File: src/rtl/mem_port_ctrl.sv
// Load/store front end for a word-addressed ram: byte-addressed RV32I requests in,
// one registered ram access (or read-modify-write) per request, one response out.
module mem_port_ctrl #(
    parameter int MEM_SIZE = 1024
) (
    input  logic        clk,
    input  logic        rst_n,
    input  logic        req_valid,
    output logic        req_ready,
    input  logic        req_we,
    input  logic [2:0]  req_funct3,
    input  logic [31:0] req_addr,
    input  logic [31:0] req_wdata,
    output logic        resp_valid,
    input  logic        resp_ready,
    output logic [31:0] resp_rdata,
    output logic        resp_err,
    output logic [31:0] ram_adr,
    output logic        ram_load,
    output logic [31:0] ram_in,
    input  logic [31:0] ram_out
);

    localparam logic [1:0] IDLE = 2'd0;
    localparam logic [1:0] RD   = 2'd1;
    localparam logic [1:0] WR   = 2'd2;
    localparam logic [1:0] RESP = 2'd3;

    localparam logic [31:0] MEM_WORDS = 32'(MEM_SIZE);

    logic [1:0]  state_reg;
    logic [1:0]  addr_lo_reg;
    logic [15:0] wdata_reg;
    logic [2:0]  funct3_reg;
    logic        we_reg;
    logic [31:0] ram_adr_reg;
    logic        ram_load_reg;
    logic [31:0] ram_in_reg;
    logic [31:0] resp_rdata_reg;
    logic        resp_err_reg;

    assign req_ready  = (state_reg == IDLE);
    assign resp_valid = (state_reg == RESP);
    assign resp_rdata = resp_rdata_reg;
    assign resp_err   = resp_err_reg;
    assign ram_adr    = ram_adr_reg;
    assign ram_load   = ram_load_reg;
    assign ram_in     = ram_in_reg;

    // Legality of the request currently on the bus
    logic f3_bad;
    logic misaligned;
    logic out_of_range;
    logic req_illegal;

    always_comb begin
        f3_bad = 1'b0;
        case (req_funct3)
            3'b000, 3'b001, 3'b010: f3_bad = 1'b0;
            3'b100, 3'b101:         f3_bad = req_we;
            default:                f3_bad = 1'b1;
        endcase
        misaligned   = ((req_funct3 == 3'b001 || req_funct3 == 3'b101) && req_addr[0]) ||
                       (req_funct3 == 3'b010 && req_addr[1:0] != 2'b00);
        out_of_range = ({2'b00, req_addr[31:2]} >= MEM_WORDS);
        req_illegal  = f3_bad || misaligned || out_of_range;
    end

    // Load lane extraction with sign/zero extension (funct3[2] selects unsigned)
    logic [31:0] byte_shift;
    logic [15:0] half_sel;
    logic [31:0] load_data;

    always_comb begin
        byte_shift = ram_out >> {addr_lo_reg, 3'b000};
        half_sel   = addr_lo_reg[1] ? ram_out[31:16] : ram_out[15:0];
        load_data  = ram_out;
        case (funct3_reg[1:0])
            2'b00:   load_data = {{24{byte_shift[7] & ~funct3_reg[2]}}, byte_shift[7:0]};
            2'b01:   load_data = {{16{half_sel[15] & ~funct3_reg[2]}}, half_sel};
            default: load_data = ram_out;
        endcase
    end

    // Sub-word store merge: replicate the new data across lanes, then pick per byte
    logic [31:0] rep_data;
    logic [3:0]  byte_en;
    logic [31:0] merged;

    always_comb begin
        if (funct3_reg[0]) begin
            rep_data = {2{wdata_reg}};
            byte_en  = addr_lo_reg[1] ? 4'b1100 : 4'b0011;
        end else begin
            rep_data = {4{wdata_reg[7:0]}};
            byte_en  = 4'b0001 << addr_lo_reg;
        end
    end

    generate
        for (genvar gi = 0; gi < 4; gi++) begin : g_lane
            assign merged[8*gi +: 8] = byte_en[gi] ? rep_data[8*gi +: 8] : ram_out[8*gi +: 8];
        end
    endgenerate

    always_ff @(posedge clk or negedge rst_n) begin
        if (!rst_n) begin
            state_reg      <= IDLE;
            addr_lo_reg    <= 2'b00;
            wdata_reg      <= 16'h0;
            funct3_reg     <= 3'b000;
            we_reg         <= 1'b0;
            ram_adr_reg    <= 32'h0;
            ram_load_reg   <= 1'b0;
            ram_in_reg     <= 32'h0;
            resp_rdata_reg <= 32'h0;
            resp_err_reg   <= 1'b0;
        end else begin
            case (state_reg)
                IDLE: begin
                    if (req_valid) begin
                        addr_lo_reg <= req_addr[1:0];
                        wdata_reg   <= req_wdata[15:0];
                        funct3_reg  <= req_funct3;
                        we_reg      <= req_we;
                        if (req_illegal) begin
                            resp_rdata_reg <= 32'h0;
                            resp_err_reg   <= 1'b1;
                            state_reg      <= RESP;
                        end else if (req_we && req_funct3 == 3'b010) begin
                            ram_adr_reg  <= {2'b00, req_addr[31:2]};
                            ram_in_reg   <= req_wdata;
                            ram_load_reg <= 1'b1;
                            state_reg    <= WR;
                        end else begin
                            ram_adr_reg <= {2'b00, req_addr[31:2]};
                            state_reg   <= RD;
                        end
                    end
                end
                RD: begin
                    if (we_reg) begin
                        ram_in_reg   <= merged;
                        ram_load_reg <= 1'b1;
                        state_reg    <= WR;
                    end else begin
                        resp_rdata_reg <= load_data;
                        resp_err_reg   <= 1'b0;
                        state_reg      <= RESP;
                    end
                end
                WR: begin
                    ram_load_reg   <= 1'b0;
                    resp_rdata_reg <= 32'h0;
                    resp_err_reg   <= 1'b0;
                    state_reg      <= RESP;
                end
                RESP: begin
                    if (resp_ready) begin
                        resp_rdata_reg <= 32'h0;
                        resp_err_reg   <= 1'b0;
                        state_reg      <= IDLE;
                    end
                end
                default: state_reg <= IDLE;
            endcase
        end
    end

endmodule
File: config.mk
export PLATFORM = sky130hd
export DESIGN_NAME = mem_port_ctrl
export DESIGN_NICKNAME = d
export VERILOG_FILES = /design/src/rtl/mem_port_ctrl.sv
export SDC_FILE = /design/constraint.sdc
export NUM_CORES = 1
export LEC_CHECK = 0
export CORE_MARGIN = 3
export CORE_UTILIZATION = 42
export DETAILED_ROUTE_END_ITERATION = 16
export PLACE_DENSITY_LB_ADDON = 0.15
export SLEW_MARGIN = 15
export SYNTH_ARGS = -nofsm -noshare
export SYNTH_HDL_FRONTEND = slang
export SYNTH_SLANG_ARGS = --single-unit
export TNS_END_PERCENT = 20
File: constraint.sdc
create_clock -name clk -period 2.4 [get_ports clk]
set_input_delay 0.48 -clock clk [delete_from_list [all_inputs] [get_ports clk]]
set_output_delay 0.48 -clock clk [all_outputs]
set_load 0.05 [all_outputs]
==> run metrics <==
status completed; area grow syn2layout 50.0%; Buffers on Ports 201; Hold-fix buffers, CTS 0; max-slew violations 0; Clock Path Buffers 2; H-tree Lvls 4; vias per cell roughly 5.5; TritonCTS Buffers 17; fmax 0.420 GHz; synth unique cells 51; DRT Pass-1 Iters 6; worst endpoint required time around 2700 ps; Chip Height between 100 and 150 um; max cap viols 0; slowest stage delay, CP 500 ps; DRC viols 0; P per Cell Area around 1400 nW/um^2; vias in the first global route roughly 5,600; CP Capture Type flop; Syn Area/Cell between 10 and 15 sq um; startpoint types input pin; layout cells sized above 1 between 20% and 30%; Final GP Congestion 0.929; Seq/Total Area, Yosys between 40 and 50%; nets@finish 874; clk_lat worst skew around 420 ps; most frequent cell after synthesis dfrtp_1; CTS tree yes; share of the synthesized area in the top cell type between 40 and 50%; initial antenna violation count 0; core area approximately 14,000 sq um; clock root buffer master clkbuf_16; total clock sinks 120; Worst Clk Skew between 4 and 5 ps; die width about 130 um; synth warn 0; P_leak around 4.2 nW; first-pass GRT wire length 30,800 um; number of placement rows 43; Detailed Route WL 19,800 um; setup_tns 0 ps; critical-path cell list clkdlybuf4s50_1 -> or4_4 -> nor3_4 -> nand4_4 -> o31ai_4 -> buf_6 -> clkbuf_16 -> mux2_4; Slowest-stage cell, CP or4_4; Max IR drop VDD about 0.00063 V; Tmin final between 2000 and 2500 ps; Tcrit/Tclk final about 99%; Critical Path AT roughly 2700 ps; worst min path class in2async; Post-synth EDFFs 0; CTS clock-pin slew for the worst setup and hold paths around 60 ps; DRT iter0 DRCs around 370; crit-path max FO 8; endpoints failing setup 0; cell type with the largest total area after synthesis dfrtp_1; PnR worst setup slack between 15 and 20 ps; share of flip-flops with an asynchronous set or reset 100%; Worst Path Buf+Inv 3; Final Hold Vio Count 0; fin util 65.8%; pre-CTS setup slack -404 ps; Initial Util approximately 44%; DIE AREA about 16,000 sq um; Synth Register Bits 120; list of most frequent post-synthesis cells dfrtp_1, mux2_2, a21oi_1; Tot GR Track Use approximately a quarter; CP delay by family, top simple AND/OR/NAND/NOR gates; Mapped Cells 540; per-cell routed wire length 20.6 um; Via Count 5,314; largest net degree at the start of global routing 54; Netlist Area Pre-Place slightly above 6000 sq um; Antenna diodes 0; Worst Tran Pin Value 580 ps; total gr overflow 0; Max-slew headroom 61.2%; total I/O pin count ~200; hpwl dp ~15,000 um; ys flop type dfrtp_1; Synth area leaders dfrtp_1, mux2_2, mux2_4; critical path type in2reg; Final ANT Viol Nets 0
cell type report:
type	instances	area, sq um
inverter	28	105
fill	1106	4850
timing repair buffer	240	2420
clock inverter	11	170
tap	180	225
sequential	120	3000
multi-input combinational	359	2960
clock buffer	21	470
final timing paths:
path | cells after the start | endpoint | from | slack (ps)
max | 8 | ram_in[28] | req_addr[25] | 20
min | 1 | ram_in[0] | rst_n | 50
max reg2reg | 7 | ram_in[27] | state_reg[1] | 140
min reg2reg | 1 | resp_rdata[9] | resp_rdata[9] | 490
max in group asynchronous | 2 | resp_rdata[28] | rst_n | 1680
min in group clk | 1 | resp_rdata[9] | resp_rdata[9] | 490
routing by layer:
layer  vias up  routed length, um  global-route usage (%)
met5         -                  0                       0
met4         0                548                    9.24
met3        45               1690                    8.08
met2       251               9130                    37.2
met1      2615               8410                    31.4
li1       2403                  -                       -
where the power goes:
part / switching (W) / internal, W
sequential: 0.000533 / 0.00270
clock: 0.000939 / 0.00182
combinational: 0.00401 / 0.00305
total: 0.00548 / 0.00758
stage by stage:
step                      total power [W]  instance area, sq um  hold WS (ps)  cells
after floorplan                   0.00794                  6240           184    541
after global placement            0.00998                  8620           471    923
after detailed placement           0.0101                  8620           479    923
after CTS                          0.0129                  9260          68.9    955
after global routing               0.0137                  9350          86.8    959
final                              0.0131                  9350          48.0    959
repair_timing:
| item | CTS | global route |
|---|---|---|
| endpoints found under the hold margin | 0 | 0 |
| resized for setup | 0 | 8 |
| setup buffers | 0 | 1 |
| endpoints found under the setup margin | 0 | 33 |
layout by cell type, fill, tap and decap left out, types with 21 or more instances in the layout:
cell             instances
dfrtp_1                120
a21oi_1                 50
mux2_2                  60
nand2_1                 21
nor2_1                  23
o21ai_0                 31
nor2b_1                 23
inv_1                   26
clkdlybuf4s50_1        196
mux2_4                  31
mux2i_1                 27
buf_4                   32
cells by family after synthesis:
group | synth area share [%]
AO/OA/AOI/OAI | 13.3
multiplexers | 24.6
flip-flops | 48.2
AND/OR/NAND/NOR | 8.37
buffers and inverters | 4.76
adder cells (fa/ha/maj) | 0.803
other | 0.0602
No activity file was read; power rests on OpenSTA's default activity.
